===== config.mk =====
export PLATFORM = sky130hd
export DESIGN_NAME = seg_share_sched_flat
export DESIGN_NICKNAME = d
export VERILOG_FILES = /design/src/rtl/seg_share_sched_pkg.sv /design/src/rtl/seg_share_sched_if.sv /design/src/rtl/seg_share_sched_num2seg.sv /design/src/rtl/seg_share_sched.sv /design/src/flat_wrapper.sv
export SDC_FILE = /design/constraint.sdc
export NUM_CORES = 1
export LEC_CHECK = 0
export CAP_MARGIN = 20
export CORE_MARGIN = 5
export CORE_UTILIZATION = 40
export CTS_BUF_LIST = sky130_fd_sc_hd__clkbuf_16
export DETAILED_ROUTE_END_ITERATION = 16
export GPL_ROUTABILITY_DRIVEN = 0
export PLACE_DENSITY_LB_ADDON = 0.2
export SKIP_CTS_REPAIR_TIMING = 1
export SLEW_MARGIN = 20
export SYNTH_ARGS = -nofsm -noshare
export SYNTH_HDL_FRONTEND = slang
export SYNTH_SLANG_ARGS = --single-unit
export TNS_END_PERCENT = 20

===== constraint.sdc =====
create_clock -name clk -period 4.6 [get_ports clk]
set_clock_uncertainty 0.2 [all_clocks]
set_input_delay 0.69 -clock clk [delete_from_list [all_inputs] [get_ports clk]]
set_output_delay 0.69 -clock clk [all_outputs]
set_load 0.02 [all_outputs]

===== src/rtl/seg_share_sched_pkg.sv =====
// Shared constants and the hex-digit segment table for the 7-segment scheduler.
// Segment bytes are active-low {a,b,c,d,e,f,g,dp}.
package seg_share_sched_pkg;

    localparam int NUM_W = 8;
    localparam int SEG_W = 16;
    localparam logic [7:0] SEG_BLANK = 8'hFF;

    function automatic logic [7:0] seg_digit(input logic [3:0] d);
        logic [7:0] s;
        case (d)
            4'h0: s = 8'h03;
            4'h1: s = 8'h9F;
            4'h2: s = 8'h25;
            4'h3: s = 8'h0D;
            4'h4: s = 8'h99;
            4'h5: s = 8'h49;
            4'h6: s = 8'h41;
            4'h7: s = 8'h1F;
            4'h8: s = 8'h01;
            4'h9: s = 8'h09;
            4'hA: s = 8'h11;
            4'hB: s = 8'hC1;
            4'hC: s = 8'h63;
            4'hD: s = 8'h85;
            4'hE: s = 8'h61;
            default: s = 8'h71;
        endcase
        return s;
    endfunction

endpackage


===== src/rtl/seg_share_sched_if.sv =====
// Requester/display bundle between the producer FSMs and the shared scheduler.
interface seg_share_sched_if #(
    parameter int N_REQ = 4,
    parameter int IDX_W = 2
);
    import seg_share_sched_pkg::*;

    logic [N_REQ-1:0]       req_valid;
    logic [N_REQ-1:0]       req_ready;
    logic [N_REQ-1:0]       req_en;
    logic [NUM_W*N_REQ-1:0] req_num;
    logic [SEG_W*N_REQ-1:0] seg_out;
    logic                   grant_vld;
    logic [IDX_W-1:0]       grant_idx;
    logic                   busy;

    modport master (
        output req_valid, req_en, req_num,
        input  req_ready, seg_out, grant_vld, grant_idx, busy
    );

    modport slave (
        input  req_valid, req_en, req_num,
        output req_ready, seg_out, grant_vld, grant_idx, busy
    );
endinterface


===== src/rtl/seg_share_sched_num2seg.sv =====
// Two-digit hex to 7-segment decoder; en=0 blanks both digits.
module seg_share_sched_num2seg
    import seg_share_sched_pkg::*;
(
    input  logic             en_i,
    input  logic [NUM_W-1:0] num_i,
    output logic [SEG_W-1:0] seg_o
);
    assign seg_o = en_i ? {seg_digit(num_i[7:4]), seg_digit(num_i[3:0])}
                        : {SEG_BLANK, SEG_BLANK};
endmodule


===== src/rtl/seg_share_sched.sv =====
// Round-robin scheduler sharing one num2seg decoder across N_REQ display slots;
// one pending slot is decoded per cycle and its segment word is held.
module seg_share_sched
    import seg_share_sched_pkg::*;
#(
    parameter int N_REQ = 4,
    parameter int IDX_W = 2
) (
    input  logic             clk,
    input  logic             rst,
    seg_share_sched_if.slave bus
);
    logic [N_REQ-1:0] pending_q, pending_d;
    logic [N_REQ-1:0] en_q, en_d;
    logic [NUM_W-1:0] num_q [N_REQ];
    logic [NUM_W-1:0] num_d [N_REQ];
    logic [SEG_W-1:0] seg_q [N_REQ];
    logic [SEG_W-1:0] seg_d [N_REQ];
    logic [IDX_W-1:0] rr_last_q, rr_last_d;

    logic             grant_vld;
    logic [IDX_W-1:0] grant_idx;
    logic [SEG_W-1:0] dec_seg;

    // Scan starts just after the last served slot so every pending slot is
    // reached within N_REQ cycles.
    always_comb begin
        int j;
        logic [IDX_W-1:0] cand;
        j         = 0;
        cand      = '0;
        grant_vld = 1'b0;
        grant_idx = '0;
        for (int k = 1; k <= N_REQ; k++) begin
            j = int'(rr_last_q) + k;
            if (j >= N_REQ) j = j - N_REQ;
            cand = IDX_W'(j);
            if (!grant_vld && pending_q[cand]) begin
                grant_vld = 1'b1;
                grant_idx = cand;
            end
        end
    end

    seg_share_sched_num2seg u_dec (
        .en_i  (grant_vld & en_q[grant_idx]),
        .num_i (num_q[grant_idx]),
        .seg_o (dec_seg)
    );

    // A granted slot is pending, so it cannot accept on the edge it is served.
    always_comb begin
        pending_d = pending_q;
        en_d      = en_q;
        num_d     = num_q;
        seg_d     = seg_q;
        rr_last_d = rr_last_q;
        if (grant_vld) begin
            pending_d[grant_idx] = 1'b0;
            seg_d[grant_idx]     = dec_seg;
            rr_last_d            = grant_idx;
        end
        for (int i = 0; i < N_REQ; i++) begin
            if (bus.req_valid[i] && !pending_q[i]) begin
                pending_d[i] = 1'b1;
                en_d[i]      = bus.req_en[i];
                num_d[i]     = bus.req_num[NUM_W*i +: NUM_W];
            end
        end
    end

    always_ff @(posedge clk or posedge rst) begin
        if (rst) begin
            pending_q <= '0;
            en_q      <= '0;
            rr_last_q <= IDX_W'(N_REQ - 1);
            for (int i = 0; i < N_REQ; i++) begin
                num_q[i] <= '0;
                seg_q[i] <= {SEG_BLANK, SEG_BLANK};
            end
        end else begin
            pending_q <= pending_d;
            en_q      <= en_d;
            rr_last_q <= rr_last_d;
            num_q     <= num_d;
            seg_q     <= seg_d;
        end
    end

    assign bus.req_ready = ~pending_q;
    assign bus.busy      = |pending_q;
    assign bus.grant_vld = grant_vld;
    assign bus.grant_idx = grant_idx;

    for (genvar gi = 0; gi < N_REQ; gi++) begin : g_seg
        assign bus.seg_out[SEG_W*gi +: SEG_W] = seg_q[gi];
    end
endmodule


===== src/flat_wrapper.sv =====
// flat-port wrapper written by rule: the top's interface ports become plain ports
module seg_share_sched_flat import seg_share_sched_pkg::*;
#(
    parameter int N_REQ = 4,
    parameter int IDX_W = 2
)
  (clk, rst, bus_req_valid, bus_req_en, bus_req_num, bus_req_ready, bus_seg_out, bus_grant_vld, bus_grant_idx, bus_busy);
  seg_share_sched_if #(.N_REQ(N_REQ), .IDX_W(IDX_W)) bus_i ();
  input  logic clk;
  input  logic rst;
  input wire logic [$bits(bus_i.req_valid)-1:0] bus_req_valid;
  input wire logic [$bits(bus_i.req_en)-1:0] bus_req_en;
  input wire logic [$bits(bus_i.req_num)-1:0] bus_req_num;
  output wire logic [$bits(bus_i.req_ready)-1:0] bus_req_ready;
  output wire logic [$bits(bus_i.seg_out)-1:0] bus_seg_out;
  output wire logic [$bits(bus_i.grant_vld)-1:0] bus_grant_vld;
  output wire logic [$bits(bus_i.grant_idx)-1:0] bus_grant_idx;
  output wire logic [$bits(bus_i.busy)-1:0] bus_busy;
  assign bus_i.req_valid = bus_req_valid;
  assign bus_i.req_en = bus_req_en;
  assign bus_i.req_num = bus_req_num;
  assign bus_req_ready = bus_i.req_ready;
  assign bus_seg_out = bus_i.seg_out;
  assign bus_grant_vld = bus_i.grant_vld;
  assign bus_grant_idx = bus_i.grant_idx;
  assign bus_busy = bus_i.busy;
  seg_share_sched #(.N_REQ(N_REQ), .IDX_W(IDX_W)) u_core (.clk(clk), .rst(rst), .bus(bus_i));
endmodule

==> metrics.md <==
| Metric | Value |
|---|---|
| Reg2reg start | u_core.rr_last_q[1] |
| Clk Latency, worst-skew pair | 0.34 ns |
| Antenna cells | 0 |
| Status | finished, final reports clean |
| Final Critical Period | 3.63 ns |
| Wirelength per Cell | 18.9 um |
| Fill cells | 1074 |
| Core Area | 11900 um2 |
| Pin count of the biggest net entering global routing | 37 |
| Die area | 14400 um2 |
| Number of global-route vias before repair | 3543 |
| Max frequency | 0.275 GHz |
| CP Capture Type | flip-flop |
| TritonRoute pass-1 iters | 6 |
| Share of layout cells above drive strength 1 | 29.2% |
| Hpwl dp | 9.03 mm |
| Hold Path Class | reg -> reg |
| H-tree depth | 3 |
| GRT overflow | 0 |
| Synth top area share | 31.5% |
| Count leader, synth | dfstp_2 |
| Hold path startpoint | u_core.bus.seg_out[15] |
| Clk buf depth | 2 |
| Worst reg2reg endpoint | u_core.bus.seg_out[7] |
| Slew @ Worst Pin | 1.09 ns |
| Count of input and output buffers | 105 |
| DRC Markers | 0 |
| Hold Path Sink | u_core.bus.seg_out[15] |
| Crit Path Class | reg -> reg |
| Setup violators final | 0 |
| Global-route wire length before repair | 19.4 mm |
| Top Ports | 114 |
| Nets | 550 |
| R2r setup slk | 0.97 ns |
| Area of the multi-input gates | 2100 um2 |
| Final Hold Vio Count | 0 |
| Synth-to-Final Area Change | 29.9% |
| Post-synth EDFFs | 0 |
| Root Driver | clkbuf_16 |
| CTS tree | built |
| Post-Syn Instances | 391 |
| Clock-pin slew on the worst setup and hold paths | 0.07 ns |
| Worst endpoint required time | 4.65 ns |
| Max Cap Viol | 0 |
| RSZ-0062 raised after global routing | false |
| WHS | 0.303 ns |
| Period utilization | 78.9% |
| CP max FO | 25 |
| Synth Cell Area | 4840 um2 |
| Chip Height | 120 um |
| GRT Overall Usage | 17.0% |
| Hold-critical path depth | 2 |
| Clock sinks | 98 |
| Initial Util | 40.6% |
| Critical Path Source Type | flip-flop |
| Row count | 40 |
| Total CTS buffers | 9 |
| Netlist cell types | 52 |
| Seq/Total Area, Yosys | 52.2% |
| Placed Cells | 631 |
| DR vias/cell | 5.32 |
| Vias | 3440 |
| Max Slew Vio Count | 0 |
| Ys flop type | dfstp_2 |
| Setup TNS | 0 ns |
| Yosys reg bits | 98 |
| Register Area | 2520 um2 |
| Final Core Density | 52.8% |
| Yosys warns | 0 |
| Post-synth ARST share | 100% |
| Synth cell count leaders | dfstp_2 (58), mux2_2 (42), dfrtp_1 (40), mux2i_1 (35), o22a_1 (32) |
| Initial antenna violation count | 0 |
| Cell depth of the worst flop-to-flop path | 11 |
| Initial DRC Count | 173 |
| Slew headroom | 27.3% |
| Post-Syn Area per Cell | 12.4 um2 |
| Non-Filler Instances | 647 |
| Worst Path Arrival | 3.68 ns |
| Chip Width | 120 um |
| Leading area contributor after synthesis | dfstp_2 |
| WL final | 12.2 mm |
| Final ANT Viol Nets | 0 |
| Leading post-synthesis cells by cell area | dfstp_2 (31%), dfrtp_1 (21%), mux2_2 (9.8%) |
[cell type report]
type | count | share of cell area (%)
Clock inverter | 6 | 0.697
Tap cell | 147 | 2.93
Timing Repair Buffer | 113 | 17.7
Clock buffer | 10 | 3.98
Multi-Input combinational cell | 255 | 33.5
Sequential cell | 98 | 40.2
Inverter | 18 | 1.09
[registers in the layout, indices dropped and copies added, names as in the netlist]
signal and cells:
u_core.rr_last_q 2, u_core.pending_q 4, u_core.en_q 4, u_core.bus.seg_out 56, u_core.num_q 32
[kinds of logic after synthesis]
kind of cell | Yosys count | share of synthesized area, %
adders and majority gates | 13 | 3.36
AOI/OAI and AO/OA | 81 | 13.3
muxes | 80 | 18.2
xor gates and xnor gates | 2 | 0.362
DFF | 98 | 52.2
buffers and inverters | 45 | 4.89
other | 1 | 0.0775
and+or+nand+nor | 71 | 7.65
[through the flow]
stage	area [um2]	setup WS (ns)
after global placement	5990	1.19
final	6290	0.969
after global routing	6290	0.750
after detailed placement	5990	0.972
after floorplan	4870	1.22
after CTS	6290	0.962
[per-layer routing]
| metal | up-vias | global-route usage (%) | share of wire (%) |
|---|---|---|---|
| met5 | - | 0 | 0 |
| met4 | 0 | 4.65 | 0.94 |
| met3 | 9 | 4.05 | 6.9 |
| met2 | 113 | 26.0 | 43 |
| met1 | 1715 | 24.2 | 49 |
| li1 | 1603 | - | - |
[worst max-delay path, cell delays in order, from the launching register on]
cell,delay [ns]
dfstp_2,0.61
mux2i_1,0.09
or2_2,0.29
o221ai_2,0.08
buf_4,0.35
mux2i_1,0.50
inv_1,0.18
ha_1,0.25
or4b_2,0.67
nand2_1,0.08
or4_4,0.15
a21oi_2,0.06
[cell usage in the layout, fill, tap and decap left out, types with 2 or more instances in the layout]
cell type,instances
a21oi_1,18
a21oi_2,5
a31oi_1,2
and2_1,4
and3_1,3
buf_4,8
clkbuf_16,10
clkdlybuf4s50_1,105
clkinv_2,2
clkinvlp_4,2
conb_1,8
dfrtp_1,40
dfstp_2,58
ha_1,13
inv_1,16
inv_6,2
mux2_2,42
mux2i_1,35
mux2i_4,2
nand2_1,10
nand2b_1,2
nand3_1,6
nor2_1,25
nor2b_1,5
nor3_1,3
nor3b_1,2
o21ai_0,4
o21ai_1,2
o21bai_1,4
o22a_1,32
o32a_1,4
or2_2,3
[how the worst max path moves through the flow]
| stage | from | to |
|---|---|---|
| after floorplan | u_core.rr_last_q[1] | u_core.bus.seg_out[7] |
| after global placement | u_core.rr_last_q[1] | u_core.bus.seg_out[7] |
| after detailed placement | u_core.rr_last_q[1] | u_core.bus.seg_out[7] |
| after CTS | u_core.rr_last_q[1] | u_core.bus.seg_out[7] |
| after global routing | u_core.rr_last_q[1] | u_core.bus.seg_out[7] |
| final | u_core.rr_last_q[1] | u_core.bus.seg_out[7] |
Power is left out: the tool's default activity adds up to more than one toggle a clock period on the data nets, which glitch-free logic cannot reach.
